==> src/rtl/bpsk_demodulator_if.sv <==
// rtl/bpsk_demodulator_if.sv - sample/symbol interface for the BPSK demodulator
interface bpsk_demodulator_if;
    logic               in_valid;
    logic signed [15:0] mod_in;
    logic        [7:0]  cos_in;
    logic               sym_sync;
    logic               bit_valid;
    logic               bit_out;
    logic signed [15:0] soft_out;
    logic               locked;
    logic               sync_err;

    modport master (
        output in_valid, mod_in, cos_in, sym_sync,
        input  bit_valid, bit_out, soft_out, locked, sync_err
    );

    modport slave (
        input  in_valid, mod_in, cos_in, sym_sync,
        output bit_valid, bit_out, soft_out, locked, sync_err
    );
endinterface

==> src/rtl/bpsk_demodulator.sv <==
// rtl/bpsk_demodulator.sv - coherent BPSK mixer with integrate-and-dump per symbol
module bpsk_demodulator #(
    parameter int SPS   = 8,
    parameter int ACC_W = 32
) (
    input  logic               clk,
    input  logic               rst,
    bpsk_demodulator_if.slave  bus
);
    localparam int CNT_W = $clog2(SPS);
    localparam logic [CNT_W-1:0] LAST = CNT_W'(SPS - 1);

    typedef enum logic {WAIT_SYNC, TRACK} state_t;

    state_t                  r_state;
    logic signed [23:0]      r_prod;
    logic                    r_prod_v;
    logic                    r_prod_sync;
    logic signed [ACC_W-1:0] r_acc;
    logic        [CNT_W-1:0] r_cnt;

    logic signed [7:0]       w_cos_s;
    logic signed [23:0]      w_mod_ext;
    logic signed [23:0]      w_cos_ext;
    logic signed [23:0]      w_prod;
    logic signed [ACC_W-1:0] w_prod_ext;
    logic signed [ACC_W-1:0] w_sum;
    logic signed [15:0]      w_soft;

    // Offset-binary to two's complement is just an MSB flip.
    assign w_cos_s    = $signed(bus.cos_in ^ 8'h80);
    assign w_mod_ext  = {{8{bus.mod_in[15]}}, bus.mod_in};
    assign w_cos_ext  = {{16{w_cos_s[7]}}, w_cos_s};
    assign w_prod     = w_mod_ext * w_cos_ext;
    assign w_prod_ext = {{(ACC_W-24){r_prod[23]}}, r_prod};
    assign w_sum      = r_acc + w_prod_ext;
    assign w_soft     = 16'(w_sum >>> (ACC_W - 16));

    always_ff @(posedge clk) begin
        if (rst) begin
            r_state       <= WAIT_SYNC;
            r_prod        <= '0;
            r_prod_v      <= 1'b0;
            r_prod_sync   <= 1'b0;
            r_acc         <= '0;
            r_cnt         <= '0;
            bus.bit_valid <= 1'b0;
            bus.bit_out   <= 1'b0;
            bus.soft_out  <= '0;
            bus.locked    <= 1'b0;
            bus.sync_err  <= 1'b0;
        end else begin
            r_prod        <= w_prod;
            r_prod_v      <= bus.in_valid;
            r_prod_sync   <= bus.in_valid & bus.sym_sync;
            bus.bit_valid <= 1'b0;
            bus.sync_err  <= 1'b0;
            if (r_prod_v) begin
                case (r_state)
                    WAIT_SYNC: begin
                        if (r_prod_sync) begin
                            r_state    <= TRACK;
                            bus.locked <= 1'b1;
                            r_acc      <= w_prod_ext;
                            r_cnt      <= CNT_W'(1);
                        end
                    end
                    TRACK: begin
                        // A sync mid-symbol abandons the partial sum; at cnt 0 it is a plain sample.
                        if (r_prod_sync && r_cnt != '0) begin
                            bus.sync_err <= 1'b1;
                            r_acc        <= w_prod_ext;
                            r_cnt        <= CNT_W'(1);
                        end else if (r_cnt == LAST) begin
                            bus.bit_valid <= 1'b1;
                            bus.bit_out   <= ~w_sum[ACC_W-1];
                            bus.soft_out  <= w_soft;
                            r_acc         <= '0;
                            r_cnt         <= '0;
                        end else begin
                            r_acc <= w_sum;
                            r_cnt <= r_cnt + 1'b1;
                        end
                    end
                    default: r_state <= WAIT_SYNC;
                endcase
            end
        end
    end
endmodule
==> src/flat_wrapper.sv <==
// flat-port wrapper written by rule: the top's interface ports become plain ports
module bpsk_demodulator_flat 
#(
    parameter int SPS   = 8,
    parameter int ACC_W = 32
)
  (clk, rst, bus_in_valid, bus_mod_in, bus_cos_in, bus_sym_sync, bus_bit_valid, bus_bit_out, bus_soft_out, bus_locked, bus_sync_err);
  bpsk_demodulator_if bus_i ();
  input  logic clk;
  input  logic rst;
  input wire logic [$bits(bus_i.in_valid)-1:0] bus_in_valid;
  input wire logic [$bits(bus_i.mod_in)-1:0] bus_mod_in;
  input wire logic [$bits(bus_i.cos_in)-1:0] bus_cos_in;
  input wire logic [$bits(bus_i.sym_sync)-1:0] bus_sym_sync;
  output wire logic [$bits(bus_i.bit_valid)-1:0] bus_bit_valid;
  output wire logic [$bits(bus_i.bit_out)-1:0] bus_bit_out;
  output wire logic [$bits(bus_i.soft_out)-1:0] bus_soft_out;
  output wire logic [$bits(bus_i.locked)-1:0] bus_locked;
  output wire logic [$bits(bus_i.sync_err)-1:0] bus_sync_err;
  assign bus_i.in_valid = bus_in_valid;
  assign bus_i.mod_in = bus_mod_in;
  assign bus_i.cos_in = bus_cos_in;
  assign bus_i.sym_sync = bus_sym_sync;
  assign bus_bit_valid = bus_i.bit_valid;
  assign bus_bit_out = bus_i.bit_out;
  assign bus_soft_out = bus_i.soft_out;
  assign bus_locked = bus_i.locked;
  assign bus_sync_err = bus_i.sync_err;
  bpsk_demodulator #(.SPS(SPS), .ACC_W(ACC_W)) u_core (.clk(clk), .rst(rst), .bus(bus_i));
endmodule
==> config.mk <==
export PLATFORM = sky130hd
export DESIGN_NAME = bpsk_demodulator_flat
export DESIGN_NICKNAME = d
export VERILOG_FILES = /design/src/rtl/bpsk_demodulator_if.sv /design/src/rtl/bpsk_demodulator.sv /design/src/flat_wrapper.sv
export SDC_FILE = /design/constraint.sdc
export NUM_CORES = 1
export LEC_CHECK = 0
export CAP_MARGIN = 5
export CORE_UTILIZATION = 60
export CTS_CLUSTER_SIZE = 25
export DETAILED_ROUTE_END_ITERATION = 7
export MAX_ROUTING_LAYER = met4
export PLACE_DENSITY = 0.91
export SETUP_SLACK_MARGIN = 0.02
export SLEW_MARGIN = 15
export SYNTH_ARGS = -nofsm -noshare
export SYNTH_HDL_FRONTEND = slang
export SYNTH_SLANG_ARGS = --single-unit
==> constraint.sdc <==
create_clock -name clk -period 7 [get_ports clk]
set_clock_uncertainty 0.05 [all_clocks]
set_input_delay 1.4 -clock clk [delete_from_list [all_inputs] [get_ports clk]]
set_output_delay 1.4 -clock clk [all_outputs]
set_load 0.01 [all_outputs]
==> flow_summary.ini <==
[clock_tree]
cts_resized = 0
cts_buffers = 9
clk_path_buf_depth = 2
clock_latency_ps = 350
cts_root_buf = clkbuf_16
path_clk_slew_ps = 60
cts_tree = yes
cts_max_level = 3
post_cts_buffers = 0
holdBufCountCts = 0
clkSinkCount = 82

[placement]
gp_congestion = 0.950
port_buffers = 47
place_hpwl_microns = 16300
placed_cells = 1299

[final_layout]
multi_input_area_sq_um = 6860
syn_to_final_growth_pct = 10.3
layout.cells.non_filler = 1315
seqCellArea_sq_um = 1640
fin_util = 0.690
drive_above_1_share = 0.0424
final_nets = 1337
diodes = 0
nFillCells = 1165

[yosys]
synth_simple_gate_area_frac = 0.226
yosysWarnings = 0
yosysTopAreaCellShare = 0.226
yosys-mux-area-fraction = 0.00461
synth_top_cell_by_area = fa_1
yosysUniqueCellTypes = 66
synth_xor_area_frac = 0.0380
synth_seq_cells = 82
synth_edf_count = 0
synthAdderAreaFrac = 0.333
synth_top_family_by_area = adder cells
syn_area_sq_um = 9230
yosysSeqAreaShare = 0.178
synthArstFlopShare = 0
synth_area_leaders = fa_1 (23%), dfxtp_1 (18%), ha_1 (11%)
synth-compound-area-share = 0.143
synth_fp_nets = 1305
synthCells = 1094
synth_ff_type = dfxtp_1
syn_avg_cell_area_sq_um = 8.43

[floorplanning]
fp.dieW_microns = 126
ioPinCount = 48
design.die.area_sq_um = 15900
rows = 44
coreArea_sq_um = 14800
start_util = 0.625
fp.dieH_microns = 126

[detailed_routing]
post_drt_wl_per_cell_microns = 15.9
vias_per_cell = 5.81
wirelength_microns = 20900
drt-met1-wl_microns = 9110
wl_met2_microns = 10400
drtAntennaViolNets = 0
route.vias.total = 7645
met3_length_microns = 1010
first_iter_violations = 469
dr.max_layer_used = met4
firstDrtPassIters = 5
drcViolationCount = 0

[timing]
min_period_ps = 6420
drv_slew = 0
finalCritPeriodShare = 0.917
setup-tns-final_ps = 0
finalHoldViolCount = 0
tightest_slew_ps = 704
fmax_mhz = 156
rsz0062_at_grt = false
slew_headroom = 0.530
hold-worst-slack_ps = 401
setup_viol = 0

[pwr]
total_power_mw = 2.95
p_per_area_nw_per_um2 = 289
vdd_drop_max_v = 0.000150
p_leak_nw = 4.69

[global_routing]
overflow = 0
first_global_vias = 7836
grt_max_degree = 59
antenna_found_initial = 0
grt_usage = 0.288
grt_first_pass_wirelength_microns = 36000

[critical_path]
critPathMaxFanout = 16
cp.required_ps = 7180
crit_type = in2reg
timing.critical_path.from = bus_cos_in[5]
r2r_start = u_core.r_acc[0]
crit_arrival_ps = 6590
cp-end-kind = register
critPathLaunchType = input pin

[hold_path]
worstHoldPathType = reg2reg
min_from = u_core.bus.soft_out[5]

[run]
maxCapViolations = 0

[status]
outcome = finished, final reports clean
[worst max-delay path: stages]
cell,delay (ps)
clkdlybuf4s50_1,680
and2_1,300
fa_1,570
fa_1,460
fa_1,560
inv_1,60
fa_1,520
inv_1,40
ha_1,350
and3_1,250
and3_1,190
a31oi_1,240
a21oi_1,150
a31oi_1,330
nor4_1,100
or4_1,410
[cells by family (layout without fill, tap and decap cells)]
family | Yosys count | after routing
DFF | 82 | 82
adders and majority gates | 183 | 183
AOI/OAI and AO/OA | 193 | 193
muxes | 4 | 4
xor gates and xnor gates | 40 | 40
and+or+nand+nor | 403 | 403
buffers and inverters | 189 | 226
[per-layer routing]
| metal | vias to the layer above | global-route usage |
|---|---|---|
| li1 | 3700 | - |
| met1 | 3679 | 0.352 |
| met2 | 226 | 0.497 |
| met3 | 40 | 0.0242 |
| met4 | 0 | 0.108 |
| met5 | - | - |
[through the flow]
step           area [sq um]  setup WS [ps]
2_1_floorplan          9230           1190
3_3_place_gp           9860            435
3_5_place_dp           9860            230
4_1_cts               10200            595
5_1_grt               10200            356
6_report              10200            582
[sequential cells by signal (all words and copies together) (netlist names)]
register	count
u_core.bus.bit_valid	1
u_core.bus.bit_out	1
u_core.r_prod_sync	1
u_core.bus.locked	1
u_core.r_cnt	3
u_core.bus.sync_err	1
u_core.r_state	1
u_core.bus.soft_out	16
u_core.r_prod	24
u_core.r_acc	32
u_core.r_prod_v	1
[cells in the mapped netlist, types with 3 or more instances]
| master | number |
|---|---|
| or3_1 | 8 |
| nor4_1 | 5 |
| a211o_1 | 3 |
| a211oi_1 | 19 |
| buf_1 | 5 |
| nand3b_1 | 9 |
| nand4b_1 | 3 |
| nor4bb_1 | 3 |
| o21ai_1 | 3 |
| nand3_1 | 20 |
| fa_1 | 104 |
| ha_1 | 79 |
| a221oi_1 | 14 |
| and3_1 | 8 |
| nand2_1 | 77 |
| clkbuf_1 | 31 |
| a21oi_1 | 45 |
| o21bai_1 | 9 |
| inv_1 | 150 |
| o211ai_1 | 6 |
| or2_2 | 3 |
| xor2_1 | 15 |
| nor2b_1 | 10 |
| and2_1 | 95 |
| nor3_1 | 31 |
| o21ai_0 | 31 |
| nand2b_1 | 10 |
| nand4_1 | 5 |
| or4_1 | 3 |
| dfxtp_1 | 82 |
| nor2_1 | 102 |
| o21a_1 | 10 |
| xnor2_1 | 25 |
| a31oi_1 | 9 |
| a21o_1 | 22 |
[cells in the final DEF, fill, tap and decap left out, types with 3 or more instances in the layout]
cell type,netlist,layout
o21a_1,10,10
inv_1,150,150
o21ai_1,3,3
dfxtp_1,82,82
o21bai_1,9,9
xor2_1,15,15
a221oi_1,14,14
clkdlybuf4s50_1,0,46
a31oi_1,9,9
ha_1,79,79
nor4bb_1,3,3
or2_2,3,3
nand3b_1,9,9
clkbuf_16,0,9
o211ai_1,6,6
xnor2_1,25,25
o21ai_0,31,31
or3_1,8,8
nor2b_1,10,10
buf_4,0,13
nand4b_1,3,3
nor3_1,31,31
a211o_1,3,3
nand3_1,20,20
fa_1,104,104
nor4_1,5,5
nand2b_1,10,10
a211oi_1,19,19
nand4_1,5,5
and3_1,8,8
or4_1,3,3
nand2_1,77,77
nor2_1,102,102
a21oi_1,45,45
a21o_1,22,22
and2_1,95,95
[final timing paths]
check | slack [ps] | depth (start not counted) | endpoint
max reg2reg | 3720 | 11 | u_core.r_acc[20]
min reg2reg | 400 | 2 | u_core.bus.soft_out[5]
min | 400 | 2 | u_core.bus.soft_out[5]
max | 580 | 16 | u_core.r_prod[23]
[cell type report]
type                       instances  area share
timing repair buffer              60      0.0553
inverter                         150      0.0553
tap                              184      0.0226
clock inverter                     5     0.00615
clock buffer                      11      0.0248
sequential                        82       0.161
multi-input combinational        823       0.674
[power by group]
| group | switching, mW | internal [mW] | leakage (nW) |
|---|---|---|---|
| clock | 0.190 | 0.296 | 0.148 |
| combinational | 1.06 | 0.815 | 3.87 |
| sequential | 0.0526 | 0.535 | 0.669 |
| total | 1.30 | 1.65 | 4.69 |
Power figures use the tool's default switching activity.
